$ cat src/rtl/convergence_check_block.sv
`timescale 1ns/1ps
`default_nettype none
// ============================================================================
// Module  : convergence_check_block
// Brief   : Stores centroids, measures L1 movement per round, reports convergence.
// Revision: 1.0 - initial release
// ============================================================================
module convergence_check_block #(
  parameter int DATA_WIDTH   = 91,
  parameter int COORD_WIDTH  = 13,
  parameter int CENTROID_NUM = 8,
  parameter int DIST_WIDTH   = 17,
  parameter int ITER_WIDTH   = 8,
  parameter int MAX_ITER     = 100,
  parameter int IDX_WIDTH    = $clog2(CENTROID_NUM)
) (
  input  logic                  clk,
  input  logic                  rst_n,
  input  logic                  init_wr_en,
  input  logic [IDX_WIDTH-1:0]  init_addr,
  input  logic [DATA_WIDTH-1:0] init_data,
  input  logic                  start,
  input  logic                  new_valid,
  input  logic [DATA_WIDTH-1:0] new_centroid,
  input  logic                  divide_by_0,
  input  logic [DIST_WIDTH-1:0] threshold,
  input  logic [IDX_WIDTH-1:0]  rd_addr,
  output logic [DATA_WIDTH-1:0] rd_data,
  output logic [IDX_WIDTH-1:0]  cent_ptr,
  output logic                  busy,
  output logic                  round_done,
  output logic                  converged,
  output logic [ITER_WIDTH-1:0] iter_cnt,
  output logic                  max_iter_reached
);

  localparam int NUM_COORD = DATA_WIDTH / COORD_WIDTH;

  localparam logic [1:0] S_IDLE    = 2'd0;
  localparam logic [1:0] S_COLLECT = 2'd1;
  localparam logic [1:0] S_FLUSH   = 2'd2;
  localparam logic [1:0] S_DONE    = 2'd3;

  localparam logic [IDX_WIDTH-1:0]  C_LAST_IDX = IDX_WIDTH'(CENTROID_NUM - 1);
  localparam logic [ITER_WIDTH-1:0] C_MAX_ITER = ITER_WIDTH'(MAX_ITER);

  logic [1:0]            r_state;
  logic [DATA_WIDTH-1:0] r_bank [CENTROID_NUM];
  logic                  r_all_ok;

  logic                  r_s1_valid;
  logic [IDX_WIDTH-1:0]  r_s1_idx;
  logic                  r_s1_div;
  logic [DATA_WIDTH-1:0] r_s1_data;
  logic [COORD_WIDTH:0]  r_s1_diff [NUM_COORD];

  logic [DATA_WIDTH-1:0] w_old;
  logic [COORD_WIDTH:0]  w_abs [NUM_COORD];
  logic [DIST_WIDTH-1:0] w_dist;
  logic                  w_accept;
  logic                  w_all_ok_next;
  logic [ITER_WIDTH-1:0] w_iter_next;

  assign w_old    = r_bank[cent_ptr];
  assign w_accept = (r_state == S_COLLECT) && new_valid;

  // One extra bit of sign extension keeps |new-old| exact over the full 13-bit range.
  for (genvar k = 0; k < NUM_COORD; k++) begin : g_coord
    logic [COORD_WIDTH:0] w_new_ext;
    logic [COORD_WIDTH:0] w_old_ext;
    logic [COORD_WIDTH:0] w_delta;
    assign w_new_ext = {new_centroid[k*COORD_WIDTH+COORD_WIDTH-1], new_centroid[k*COORD_WIDTH +: COORD_WIDTH]};
    assign w_old_ext = {w_old[k*COORD_WIDTH+COORD_WIDTH-1], w_old[k*COORD_WIDTH +: COORD_WIDTH]};
    assign w_delta   = w_new_ext - w_old_ext;
    assign w_abs[k]  = w_delta[COORD_WIDTH] ? (~w_delta + 1'b1) : w_delta;
  end

  always_comb begin
    w_dist = '0;
    for (int k = 0; k < NUM_COORD; k++) begin
      w_dist = w_dist + DIST_WIDTH'(r_s1_diff[k]);
    end
  end

  assign w_all_ok_next = r_all_ok & ~(r_s1_valid & ~r_s1_div & (w_dist > threshold));
  assign w_iter_next   = (iter_cnt == C_MAX_ITER) ? iter_cnt : iter_cnt + 1'b1;

  assign rd_data    = r_bank[rd_addr];
  assign busy       = (r_state != S_IDLE);
  assign round_done = (r_state == S_DONE);

  always_ff @(posedge clk) begin
    if (!rst_n) begin
      r_state          <= S_IDLE;
      cent_ptr         <= '0;
      r_all_ok         <= 1'b0;
      r_s1_valid       <= 1'b0;
      r_s1_idx         <= '0;
      r_s1_div         <= 1'b0;
      r_s1_data        <= '0;
      converged        <= 1'b0;
      iter_cnt         <= '0;
      max_iter_reached <= 1'b0;
      for (int k = 0; k < NUM_COORD; k++) r_s1_diff[k] <= '0;
      for (int i = 0; i < CENTROID_NUM; i++) r_bank[i] <= '0;
    end else begin
      r_s1_valid <= w_accept;
      if (w_accept) begin
        r_s1_idx  <= cent_ptr;
        r_s1_div  <= divide_by_0;
        r_s1_data <= new_centroid;
        for (int k = 0; k < NUM_COORD; k++) r_s1_diff[k] <= w_abs[k];
      end

      if (r_s1_valid && !r_s1_div) begin
        r_bank[r_s1_idx] <= r_s1_data;
      end
      r_all_ok <= w_all_ok_next;

      case (r_state)
        S_IDLE: begin
          if (start) begin
            r_state  <= S_COLLECT;
            cent_ptr <= '0;
            r_all_ok <= 1'b1;
          end else if (init_wr_en) begin
            r_bank[init_addr] <= init_data;
          end
        end
        S_COLLECT: begin
          if (new_valid) begin
            cent_ptr <= cent_ptr + 1'b1;
            if (cent_ptr == C_LAST_IDX) r_state <= S_FLUSH;
          end
        end
        S_FLUSH: begin
          // Last stage-2 result resolves on this edge, so results appear with DONE.
          r_state          <= S_DONE;
          converged        <= w_all_ok_next;
          iter_cnt         <= w_iter_next;
          max_iter_reached <= max_iter_reached | (w_iter_next == C_MAX_ITER);
        end
        default: begin
          r_state <= S_IDLE;
        end
      endcase
    end
  end

endmodule
`default_nettype wire

$ cat config.mk
export PLATFORM = sky130hd
export DESIGN_NAME = convergence_check_block
export DESIGN_NICKNAME = d
export VERILOG_FILES = /design/src/rtl/convergence_check_block.sv
export SDC_FILE = /design/constraint.sdc
export NUM_CORES = 2
export LEC_CHECK = 0
export ABC_CLOCK_PERIOD_IN_PS = 13400
export CAP_MARGIN = 20
export CELL_PAD_IN_SITES_DETAIL_PLACEMENT = 1
export CELL_PAD_IN_SITES_GLOBAL_PLACEMENT = 2
export CORE_AREA = 4 4 482 484
export CTS_CLUSTER_SIZE = 10
export DETAILED_ROUTE_END_ITERATION = 16
export DIE_AREA = 0 0 486 488
export PLACE_DENSITY = 0.51
export SYNTH_ARGS = -nofsm -noshare
export SYNTH_HDL_FRONTEND = slang
export SYNTH_SLANG_ARGS = --single-unit
$ cat constraint.sdc
create_clock -name clk -period 13.4 [get_ports clk]
set_input_delay 2.68 -clock clk [delete_from_list [all_inputs] [get_ports clk]]
set_output_delay 2.68 -clock clk [all_outputs]
set_load 0.005 [all_outputs]
## Word level (Yosys, flattened, before mapping)

Memory sizes are Yosys's and may differ from the RTL's. A register that Yosys moved wholly into a read port is not among the register bits.
Index checks and enable logic that the tools add are counted.

| storage, ports and cells | value |
|---|---|
| word-level logic and storage cells | 118 |
| register bits after elaboration | 112 |
| RAM bits | 826 |
| memories kept | 2 |
| output and inout bits | 106 |
| bits of input ports | 211 |

Memory list:

| memory | words | bits a word | read ports | clocked after memory_dff | wr ports | RTL line | source |
|---|---|---|---|---|---|---|---|
| r_bank | 8 | 91 | 2 | 1 | 8 | 48 | `logic [DATA_WIDTH-1:0] r_bank [CENTROID_NUM];` |
| r_s1_diff | 7 | 14 | 7 | 0 | 7 | 55 | `logic [COORD_WIDTH:0] r_s1_diff [NUM_COORD];` |

| operators by class | value |
|---|---|
| magnitude comparators | 1 |
| bitwise operators | 20 |
| reduce and logical (&&, ||, !) cells | 10 |
| mux-type cells | 44 |
| add/subtract/negate cells | 22 |
| equal/unequal tests | 9 |

Operator list:

| cell | number |
|---|---|
| $mux W14 | 14 |
| $mux W91 | 2 |
| $reduce_or A91 Y1 | 2 |
| $add A14 B1 Y14 const B | 7 |
| $not A14 Y14 | 7 |
| $sub A13 B13 Y14 | 7 |
| $add A17 B14 Y17 | 3 |
| $mux W3 | 6 |
| $add A16 B14 Y17 | 1 |
| $gt A17 B17 Y1 | 1 |
| $add A15 B14 Y16 | 1 |
| $eq A8 B7 Y1 const B | 2 |
| $mux W1 | 16 |
| $add A14 B14 Y15 | 1 |
| $add A8 B1 Y8 const B | 1 |
| $mux W8 | 1 |
| $or A1 B1 Y1 | 8 |
| $mux W2 | 3 |
| $pmux W2 S3 | 1 |
| $pmux W3 S2 | 1 |
| $reduce_and A3 Y1 | 2 |
| $eq A2 B2 Y1 const B | 2 |
| $ne A2 B2 Y1 const B | 2 |
| $reduce_bool A2 Y1 | 2 |
| other kinds (9) | 13 |

## Logic depth before layout (Yosys ltp)

| depth | value |
|---|---|
| word-level depth | 12 |
| gate-level depth with buffers | 26 |
| depth with buffers taken out | 26 |

## Worst setup path before layout

No wires, ideal clock.

| timing path | value |
|---|---|
| kind | input to output |
| from | input port rd_addr[0] |
| to | output port rd_data[10] |
| path buffers | 2 |
| slack | 6355 ps |
| arrival | 4365 ps |
| data required time | 10720 ps |
| stages on the path | 4 |
| cells stage by stage | clkbuf_1 > buf_1 > mux4_2 > mux2_2 |

| on the way | value |
|---|---|
| longest elaborated chain between the ends | 1 |

Ends and longest elaborated chain:

| item | RTL line | source |
|---|---|---|
| start, declared | 27 | `input logic [IDX_WIDTH-1:0] rd_addr,` |
| $mem_v2 Z8 W91 | -- |  |
| end, declared | 28 | `output logic [DATA_WIDTH-1:0] rd_data,` |

Every way passes these cells.

## Worst setup path after layout

| timing path | value |
|---|---|
| from | input port rd_addr[0] |
| to | output port rd_data[38] |

Same word-level chain as after synthesis.

==> impl_metrics.yaml <==
run_status:
  status: "completed"
clocking:
  clk_path_buf_depth: 3
  cts_tree: "built"
  cts_buffers: 119
  cts_setup_buffers: 0
  cts_resized: 0
  clock_sinks: 941
  clk_latency_ns: 0.81
  cts_root_buffer: "clkbuf_16"
  cts.clk_slew.worst_paths_ns: 0.06
  cts_max_level: 3
  cts_hold_buf: 0
routing:
  drc: 0
  viasPerCell: 5.40
  via_count: 40286
  drt_pass1_iterations: 5
  drt_wl_total_um: 242000
  ant_nets: 0
  avgRoutedWirePerCell_um: 32.5
  drt_iter0_drc: 3412
sta:
  fin_tns_setup_ns: 0
  worstMarginPinSlew_ns: 1.12
  fin_crit_ns: 8.64
  drv_slew: 0
  hold_violations: 0
  finalSetupViolCount: 0
  maxSlewHeadroom_pct: 25.5
  fmax_mhz: 116
  fin_crit_sh_pct: 64.5
  rsz0062_at_grt: "false"
  skew_ns: 0.0395
worst_setup_path:
  worst-setup-path-type: "in2out"
  cp.required_ns: 10.72
  cp-start-kind: "input pin"
  critPathMaxFanout: 62
  crit_arrival_ns: 5.96
  critPathCaptureType: "output pin"
layout:
  most-common-layout-cells: "826 x edfxtp_1, 817 x a22o_1, 364 x mux4_2"
  fin_util_pct: 29.4
  final_common_cell: "edfxtp_1"
  area_growth_pct: 17.4
  drive_gt1_share_pct: 17.7
  layout.cells.non_filler: 7461
  nets: 4775
placement:
  io_buffers: 316
  placed_cells: 7233
  place_congestion: 0.779
  dp_hpwl_um: 156000
global_route:
  grtUsageTotal_pct: 20.0
  antenna_found_initial: 24
  grt_max_degree: 110
  first_global_vias: 42226
  grt-ovfl-total: 0
  grt_pass1_wl_um: 339000
yosys:
  synth-edff-count: 826
  seq_area_frac_synth_pct: 47.7
  netlist_instances: 4296
  ys_async_sr_fraction_pct: 0
  syn_area_per_cell_um2: 13.2
  synth_fp_nets: 4724
  synth_flop_cell: "edfxtp_1"
  syn_area_um2: 56900
  ys_seq_elements: 941
  yosysUniqueCellTypes: 89
  yosys_warnings: 0
pwr:
  power_mw: 12.7
  p_leak_nw: 23.3
  ir_drop_mv: 0.254
  pwr_density_cell_nw_per_um2: 189
floorplan:
  die_x_um: 486
  initial_utilization_pct: 25.0
  rows: 175
  core_um2: 227000
  io_pins: 317
  die_area_um2: 237000
  die_h_um: 488
worst_hold_path:
  min_path_type: "reg2reg"
run:
  cap_violations: 0
-- flip-flops by register name (all words and copies together) (netlist names), named ones only --
signal / flops
cent_ptr: 3
converged: 1
iter_cnt: 8
max_iter_reached: 1
r_all_ok: 1
r_bank: 728
r_s1_data: 91
r_s1_diff: 98
r_s1_div: 1
r_s1_idx: 3
r_s1_valid: 1
r_state: 2
-- metal layers --
metal | GRT usage (%) | up-vias | part of all wire (%)
met5 | 0 | - | 0.015
met4 | 4.48 | 6 | 1.9
met3 | 2.68 | 277 | 4.6
met2 | 32.9 | 1160 | 47
met1 | 28.0 | 21626 | 46
li1 | - | 17217 | -
-- cell families (layout without fill, tap and decap cells) --
logic type	Yosys count	in the layout	synth area share [%]
AO/OA/AOI/OAI	1210	1210	17.2
flip-flops	941	941	47.7
buffers and inverters	710	862	4.73
multiplexers	561	561	18.1
AND/OR/NAND/NOR	546	546	4.83
adder cells (fa/ha/maj)	217	217	5.76
XOR/XNOR	111	111	1.71
other	0	4	0
-- path summary, 6_finish.rpt --
path / start / slack, ns / depth (start not counted) / endpoint
worst max-delay path: rd_addr[0] / 4.76 / 6 / rd_data[38]
worst min-delay path: converged$_SDFFE_PN0P_ / 0.46 / 2 / converged$_SDFFE_PN0P_
worst min register to register: converged$_SDFFE_PN0P_ / 0.46 / 2 / converged$_SDFFE_PN0P_
worst max register to register: r_s1_diff[3][1]$_SDFFCE_PN0P_ / 6.84 / 23 / converged$_SDFFE_PN0P_
-- per-stage QoR --
stage               hold WS, ns  cell area (µm²)  setup slack [ns]
floorplan                 0.450            56900              6.36
global placement          0.454            62900              4.73
detailed placement        0.459            62900              4.67
CTS                       0.467            66700              4.66
global route              0.484            66800              4.50
finish                    0.463            66800              4.76
-- synthesized netlist by cell type (all sizes together) (9+ instances only) --
library cell / instances / share of area [%]
and3: 17 / 0.19
buf: 243 / 1.7
o31ai: 13 / 0.17
inv: 217 / 1.4
nor2b: 17 / 0.19
nand3b: 10 / 0.13
o211ai: 11 / 0.15
a31oi: 10 / 0.11
xnor2: 74 / 1.1
nor3: 56 / 0.49
clkbuf: 249 / 1.6
o41ai: 9 / 0.15
nand2: 102 / 0.67
dfxtp: 115 / 4.0
or2: 11 / 0.12
ha: 142 / 3.1
edfxtp: 826 / 44
nor2: 151 / 1.0
o21a: 31 / 0.41
o21ai: 80 / 0.70
a211o: 11 / 0.17
or3: 32 / 0.35
and2: 17 / 0.20
mux2: 99 / 2.0
a211oi: 21 / 0.29
fa: 75 / 2.6
a21o: 21 / 0.28
nand4: 14 / 0.15
mux2i: 98 / 1.7
mux4: 364 / 14
nor4: 25 / 0.29
nand3: 46 / 0.40
nor3b: 9 / 0.12
xor2: 37 / 0.57
a21oi: 112 / 0.99
nand2b: 17 / 0.19
a22o: 818 / 13
-- worst max-delay path, cell delays in order --
cell and delay (ns):
buf_8 0.61, buf_4 0.57, buf_4 0.55, mux4_2 0.58, mux2_2 0.34, clkdlybuf4s50_1 0.47
-- layout make-up --
class,count,area (µm²)
flip-flops and latches,941,27100
inverters,218,826
diodes,4,10.0
repair buffers,422,4050
fillers,24267,161000
clock buffers,189,3380
multi-input cells,2645,27200
well taps,3009,3760
clock inverters,33,420
-- power breakdown --
part	total, mW	switching [mW]	leakage, nW	internal, mW
combinational	5.77	3.54	11.9	2.23
sequential	3.66	0.218	9.49	3.44
clock	3.22	1.37	1.84	1.86
total	12.7	5.13	23.3	7.52
(Power assumes the default switching activity.)
